**config.mk**
```make
export PLATFORM = sky130hd
export DESIGN_NAME = ps2_host_tx
export DESIGN_NICKNAME = d
export VERILOG_FILES = /design/src/rtl/tron_ps2_pkg.sv /design/src/rtl/ps2_line_sync.sv /design/src/rtl/ps2_host_tx.sv
export SDC_FILE = /design/constraint.sdc
export NUM_CORES = 1
export LEC_CHECK = 0
export CAP_MARGIN = 10
export CELL_PAD_IN_SITES_DETAIL_PLACEMENT = 0
export CELL_PAD_IN_SITES_GLOBAL_PLACEMENT = 1
export CORE_MARGIN = 2
export CORE_UTILIZATION = 47
export DETAILED_ROUTE_END_ITERATION = 12
export PLACE_DENSITY_LB_ADDON = 0.3
export SETUP_SLACK_MARGIN = 0.3
export SYNTH_ARGS = -nofsm -noshare
export SYNTH_HDL_FRONTEND = slang
export SYNTH_SLANG_ARGS = --single-unit
```
**constraint.sdc**
```tcl
create_clock -name clk -period 3.25 [get_ports clk]
set_clock_uncertainty 0.1 [all_clocks]
set_input_delay 0.4875 -clock clk [delete_from_list [all_inputs] [get_ports clk]]
set_output_delay 0.4875 -clock clk [all_outputs]
set_load 0.02 [all_outputs]
```
**src/rtl/tron_ps2_pkg.sv**
```systemverilog
// rtl/tron_ps2_pkg.sv - shared PS/2 frame constants, command bytes and host transmitter states
package tron_ps2_pkg;

    typedef enum logic [2:0] {
        ST_IDLE,
        ST_INHIBIT,
        ST_RTS,
        ST_SHIFT,
        ST_ACK,
        ST_WAIT_IDLE
    } ps2_tx_state_e;

    localparam int         PS2_DATA_BITS = 8;
    localparam logic [3:0] PS2_STOP_EDGE = 4'd10;
    localparam logic [3:0] PS2_ACK_EDGE  = 4'd11;

    localparam logic [7:0] PS2_CMD_RESET   = 8'hFF;
    localparam logic [7:0] PS2_CMD_SET_LED = 8'hED;
    localparam logic [7:0] PS2_CMD_ENABLE  = 8'hF4;
    localparam logic [7:0] PS2_RSP_ACK     = 8'hFA;

endpackage

```
**src/rtl/ps2_line_sync.sv**
```systemverilog
// rtl/ps2_line_sync.sv - two-flop synchronizer with registered falling-edge detect per line
module ps2_line_sync #(
    parameter int WIDTH = 2
) (
    input  logic             clk,
    input  logic             reset,
    input  logic [WIDTH-1:0] pin,
    output logic [WIDTH-1:0] level,
    output logic [WIDTH-1:0] fall
);

    logic [WIDTH-1:0] meta;
    logic [WIDTH-1:0] prev;

    // Idle PS/2 lines float high, so the chain resets to 1 to avoid a false edge.
    always_ff @(posedge clk or posedge reset) begin
        if (reset) begin
            meta  <= '1;
            level <= '1;
            prev  <= '1;
            fall  <= '0;
        end else begin
            meta  <= pin;
            level <= meta;
            prev  <= level;
            fall  <= prev & ~level;
        end
    end

endmodule

```
**src/rtl/ps2_host_tx.sv**
```systemverilog
// rtl/ps2_host_tx.sv - PS/2 host-to-device command byte transmitter with open-drain enables
module ps2_host_tx
    import tron_ps2_pkg::*;
#(
    parameter int unsigned INHIBIT_CYCLES     = 5000,
    parameter int unsigned RTS_CYCLES         = 100,
    parameter int unsigned FIRST_EDGE_TIMEOUT = 750000,
    parameter int unsigned FRAME_TIMEOUT      = 100000
) (
    input  logic       clk,
    input  logic       reset,
    input  logic [7:0] tx_data,
    input  logic       tx_valid,
    output logic       tx_ready,
    input  logic       ps2_clk_in,
    input  logic       ps2_dat_in,
    output logic       ps2_clk_oe,
    output logic       ps2_dat_oe,
    output logic       busy,
    output logic       done,
    output logic       error
);

    ps2_tx_state_e state_q, state_d;

    logic [PS2_DATA_BITS:0] shreg_q, shreg_d;
    logic [3:0]             edge_q, edge_d, edge_inc;
    logic [31:0]            cnt_q, cnt_d;
    logic                   clk_oe_d, dat_oe_d, done_d, error_d;

    logic [1:0] sync_level;
    logic [1:0] sync_fall;
    logic       clk_fall, clk_level, dat_level;
    logic       unused_dat_fall;

    ps2_line_sync #(.WIDTH(2)) u_sync (
        .clk   (clk),
        .reset (reset),
        .pin   ({ps2_dat_in, ps2_clk_in}),
        .level (sync_level),
        .fall  (sync_fall)
    );

    assign clk_fall        = sync_fall[0];
    assign clk_level       = sync_level[0];
    assign dat_level       = sync_level[1];
    assign unused_dat_fall = sync_fall[1];
    assign edge_inc        = edge_q + 4'd1;

    always_ff @(posedge clk or posedge reset) begin
        if (reset) begin
            state_q    <= ST_IDLE;
            shreg_q    <= '0;
            edge_q     <= '0;
            cnt_q      <= '0;
            ps2_clk_oe <= 1'b0;
            ps2_dat_oe <= 1'b0;
            tx_ready   <= 1'b0;
            busy       <= 1'b0;
            done       <= 1'b0;
            error      <= 1'b0;
        end else begin
            state_q    <= state_d;
            shreg_q    <= shreg_d;
            edge_q     <= edge_d;
            cnt_q      <= cnt_d;
            ps2_clk_oe <= clk_oe_d;
            ps2_dat_oe <= dat_oe_d;
            tx_ready   <= (state_d == ST_IDLE);
            busy       <= (state_d != ST_IDLE);
            done       <= done_d;
            error      <= error_d;
        end
    end

    // cnt_q is shared: inhibit length, RTS length, first-edge and frame timeouts.
    always_comb begin
        state_d  = state_q;
        shreg_d  = shreg_q;
        edge_d   = edge_q;
        cnt_d    = cnt_q;
        clk_oe_d = ps2_clk_oe;
        dat_oe_d = ps2_dat_oe;
        done_d   = 1'b0;
        error_d  = 1'b0;

        case (state_q)
            ST_IDLE: begin
                clk_oe_d = 1'b0;
                dat_oe_d = 1'b0;
                if (tx_valid && tx_ready) begin
                    shreg_d  = {~^tx_data, tx_data};
                    edge_d   = '0;
                    cnt_d    = INHIBIT_CYCLES - 1;
                    clk_oe_d = 1'b1;
                    state_d  = ST_INHIBIT;
                end
            end
            ST_INHIBIT: begin
                if (cnt_q == 32'd0) begin
                    cnt_d    = RTS_CYCLES - 1;
                    dat_oe_d = 1'b1;
                    state_d  = ST_RTS;
                end else begin
                    cnt_d = cnt_q - 32'd1;
                end
            end
            ST_RTS: begin
                if (cnt_q == 32'd0) begin
                    cnt_d    = FIRST_EDGE_TIMEOUT - 1;
                    clk_oe_d = 1'b0;
                    state_d  = ST_SHIFT;
                end else begin
                    cnt_d = cnt_q - 32'd1;
                end
            end
            ST_SHIFT: begin
                if (cnt_q == 32'd0) begin
                    clk_oe_d = 1'b0;
                    dat_oe_d = 1'b0;
                    error_d  = 1'b1;
                    state_d  = ST_IDLE;
                end else begin
                    cnt_d = cnt_q - 32'd1;
                    if (clk_fall) begin
                        edge_d = edge_inc;
                        // Frame budget runs from the first device edge to the ACK edge.
                        if (edge_q == 4'd0) begin
                            cnt_d = FRAME_TIMEOUT;
                        end
                        if (edge_inc == PS2_STOP_EDGE) begin
                            dat_oe_d = 1'b0;
                            state_d  = ST_ACK;
                        end else begin
                            dat_oe_d = ~shreg_q[edge_inc - 4'd1];
                        end
                    end
                end
            end
            ST_ACK: begin
                if (cnt_q == 32'd0) begin
                    clk_oe_d = 1'b0;
                    dat_oe_d = 1'b0;
                    error_d  = 1'b1;
                    state_d  = ST_IDLE;
                end else begin
                    cnt_d = cnt_q - 32'd1;
                    if (clk_fall && edge_inc == PS2_ACK_EDGE) begin
                        edge_d  = edge_inc;
                        done_d  = ~dat_level;
                        error_d = dat_level;
                        state_d = ST_WAIT_IDLE;
                    end
                end
            end
            ST_WAIT_IDLE: begin
                if (clk_level && dat_level) begin
                    state_d = ST_IDLE;
                end
            end
            default: begin
                clk_oe_d = 1'b0;
                dat_oe_d = 1'b0;
                state_d  = ST_IDLE;
            end
        endcase
    end

endmodule

```
==> metrics.md <==
| Metric | Value |
|---|---|
| Clk slew on worst S/H paths | 0.07 ns |
| Seq/Total Area, Yosys | 41.0% |
| Crit path required time | 3.37 ns |
| Slew margin rel. | 48.6% |
| Endpoints failing setup | 0 |
| Global-route wire length before repair | 15300 um |
| I/O Buffers | 18 |
| RSZ-0062 raised after global routing | no |
| CTS tree | yes |
| Max Cap Viol | 0 |
| Site row count | 32 |
| Via count | 3138 |
| R2r endpoint | cnt_q[12] |
| R2R Path Start | cnt_q[0] |
| Die area | 0.00855 sq mm |
| Top FF cell, synth | dfrtp_1 |
| Fin Setup TNS | 0 ns |
| Post-synthesis register bit count | 60 |
| Post-CTS Repair Setup Buffers | 0 |
| Grt ovf | 0 |
| Mapped Area | 0.00368 sq mm |
| Die W | 92.4 um |
| I/O Pins | 19 |
| CTS Buffer Depth | 2 |
| Root buffer cell | clkbuf_8 |
| DR WL/cell | 16.4 um |
| Vias in the first global route | 3027 |
| Clock sink count | 60 |
| Initial Utilization | 48.1% |
| FF-to-FF path depth | 8 |
| CTS Buf Count | 9 |
| Die Ht | 92.4 um |
| Pre-antenna DRT Iters | 4 |
| Syn Area/Cell | 9.05 sq um |
| PwrDens | 363 mW/mm^2 |
| Register-to-register setup slack | 0.51 ns |
| H-tree depth | 3 |
| Dpl cell area | 0.00403 sq mm |
| Final Cycle Share | 84.3% |
| Cell depth of the worst hold path | 0 |
| Pins Over Slew Limit | 0 |
| CP Launch Type | flip-flop |
| Initial antenna violation count | 0 |
| RD Place Congestion | 0.850 |
| Yosys Warn Count | 0 |
| Kind of critical path | reg -> reg |
| Worst slew pin tran | 0.771 ns |
| Ys async rst share | 100% |
| Tmin final | 2.74 ns |
| Critical path capture point | cnt_q[12] |
| ANT nets after route | 0 |
| Diode count | 0 |
| Outcome | complete, no violations |
| Hpwl dp | 6400 um |
| Netlist cell types | 68 |
| Floorplan Core Area | 0.00765 sq mm |
| Largest net degree at the start of global routing | 33 |
| Crit path from | cnt_q[0] |
| Hold crit path type | reg -> reg |
| Syn Nets | 425 |
| GRT Total Usage | 22.7% |
| Ratio of cells with drive above 1 in the final layout | 15.6% |
| Fin. Hold Viols | 0 |
| P_leak | 1.85 nW |
| Endpoint type of the worst setup path | flip-flop |
| Post-layout nets | 451 |
| Clk_lat worst skew | 0.34 ns |
| Via-to-Cell Ratio | 5.82 |
| Total wire length | 8830 um |
| Remaining routing DRC violations | 0 |
| VDD IR max | 216 uV |
| Initial DRC Count | 180 |
| Mapped Cells | 406 |
| Final instance area | 0.00425 sq mm |
| FMAX | 365 MHz |
| Area Overhead vs Synth | 15.6% |
| CP Max Fanout | 7 |
| Crit path DAT | 2.86 ns |
| Post-synth EDFFs | 0 |
==> power by group <==
part | total (mW) | internal, mW | switching (mW)
sequential | 0.756 | 0.753 | 0.00272
clock | 0.729 | 0.439 | 0.290
combinational | 0.0568 | 0.0278 | 0.0290
total | 1.54 | 1.22 | 0.322
==> final cells by class <==
class	instances	area, sq um
Fill cell	711	3400
Inverter	10	37.5
Timing Repair Buffer	36	328
Tap cell	102	128
Sequential cell	60	1510
Multi-Input combinational cell	315	2030
Clock buffer	15	186
Clock inverter	1	30.0
==> placed cells by master (no fill, tap or decap), types with 3 or more instances in the layout <==
master,instances
o22ai_1,4
nor3_1,15
nand2_1,47
nand4_1,10
nand3_1,13
a31oi_1,5
a21o_1,4
clkbuf_8,13
dfrtp_1,55
dfstp_2,5
nor2b_1,6
o211ai_1,5
clkdlybuf4s50_1,18
nand2b_1,4
o21ai_0,21
buf_4,17
a21oi_1,22
inv_1,9
mux2_2,9
ha_1,6
nor4_1,10
nor2_1,46
and2_1,4
a211o_1,3
o32a_1,3
xor2_1,16
xnor2_1,13
==> cell usage after synthesis, types with 3 or more instances <==
cell type	instances	share of area (%)
nor2b_1	6	1.0
nand2_1	48	4.9
xnor2_1	13	3.1
ha_1	6	2.0
a21oi_1	22	3.0
a211o_1	3	0.71
o211ai_1	5	1.0
nor2_1	46	4.7
nand4_1	10	1.7
dfstp_2	5	3.6
buf_1	4	0.41
mux2_2	9	2.8
clkbuf_1	7	0.71
a21o_1	4	0.82
buf_2	7	0.95
o32a_1	3	0.82
dfrtp_1	55	37
nor3_1	15	2.0
and2_1	4	0.68
xor2_1	16	3.8
o22ai_1	4	0.68
nand3_1	13	1.8
nor4_1	10	1.7
nand2b_1	4	0.68
a31oi_1	5	0.85
inv_1	10	1.0
o21ai_0	21	2.9
==> worst min-delay path by stage <==
stage                     slack (ns)      startpoint         endpoint
after floorplan                 0.25  u_sync.meta[0]  u_sync.level[0]
after global placement          0.25  u_sync.meta[1]  u_sync.level[1]
after detailed placement        0.25  u_sync.meta[1]  u_sync.level[1]
after CTS                       0.26  u_sync.meta[1]  u_sync.level[1]
after global routing            0.26  u_sync.meta[0]  u_sync.level[0]
final                           0.25  u_sync.meta[1]  u_sync.level[1]
==> state kept, by name, summed over array words and instances, names as in the netlist <==
name	cells
cnt_q	32
shreg_q	9
edge_q	4
state_q	3
u_sync.level	2
u_sync.meta	2
busy	1
done	1
error	1
ps2_clk_oe	1
ps2_dat_oe	1
tx_ready	1
u_sync.fall	1
u_sync.prev	1
==> timing repair <==
item                                    4_1_cts  5_1_grt
endpoints found under the setup margin        0       15
hold buffers                                  0        0
gates resized for setup                       0        1
==> worst max-delay path, cell delays in order, from the launching register on <==
cell and delay, ns:
dfrtp_1 0.44, inv_1 0.13, ha_1 0.16, nor4b_2 0.29, nand4_2 0.19, or3_4 0.47, a21oi_1 0.45, nor3_1 0.09
o32a_1 0.30
==> metal layers <==
| layer | share of wire (%) | GRT usage, % |
|---|---|---|
| met1 | 45 | 30.6 |
| met2 | 48 | 36.4 |
| met3 | 3.7 | 3.74 |
| met4 | 2.4 | 9.33 |
| met5 | 0 | 0 |
==> stage by stage <==
stage               power [mW]  worst slack (ns)  hold slack, ns  std cells  util [%]
floorplan                0.799             0.809           0.245        406         -
global placement         0.828             0.583           0.247        523      52.7
detailed placement       0.828             0.535           0.247        523      52.7
CTS                       1.56             0.505           0.256        539      55.5
global route              1.60             0.330           0.260        539      55.5
finish                    1.54             0.510           0.255        539      55.5
==> logic make-up after synthesis <==
family,Yosys count,synth area share (%)
muxes,12,4.25
DFF,60,41.0
adders and majority gates,6,2.04
buffers and inverters,31,3.81
AOI/OAI and AO/OA,89,16.2
and+or+nand+nor,179,25.8
xor gates and xnor gates,29,6.91
Power figures use the tool's default switching activity.
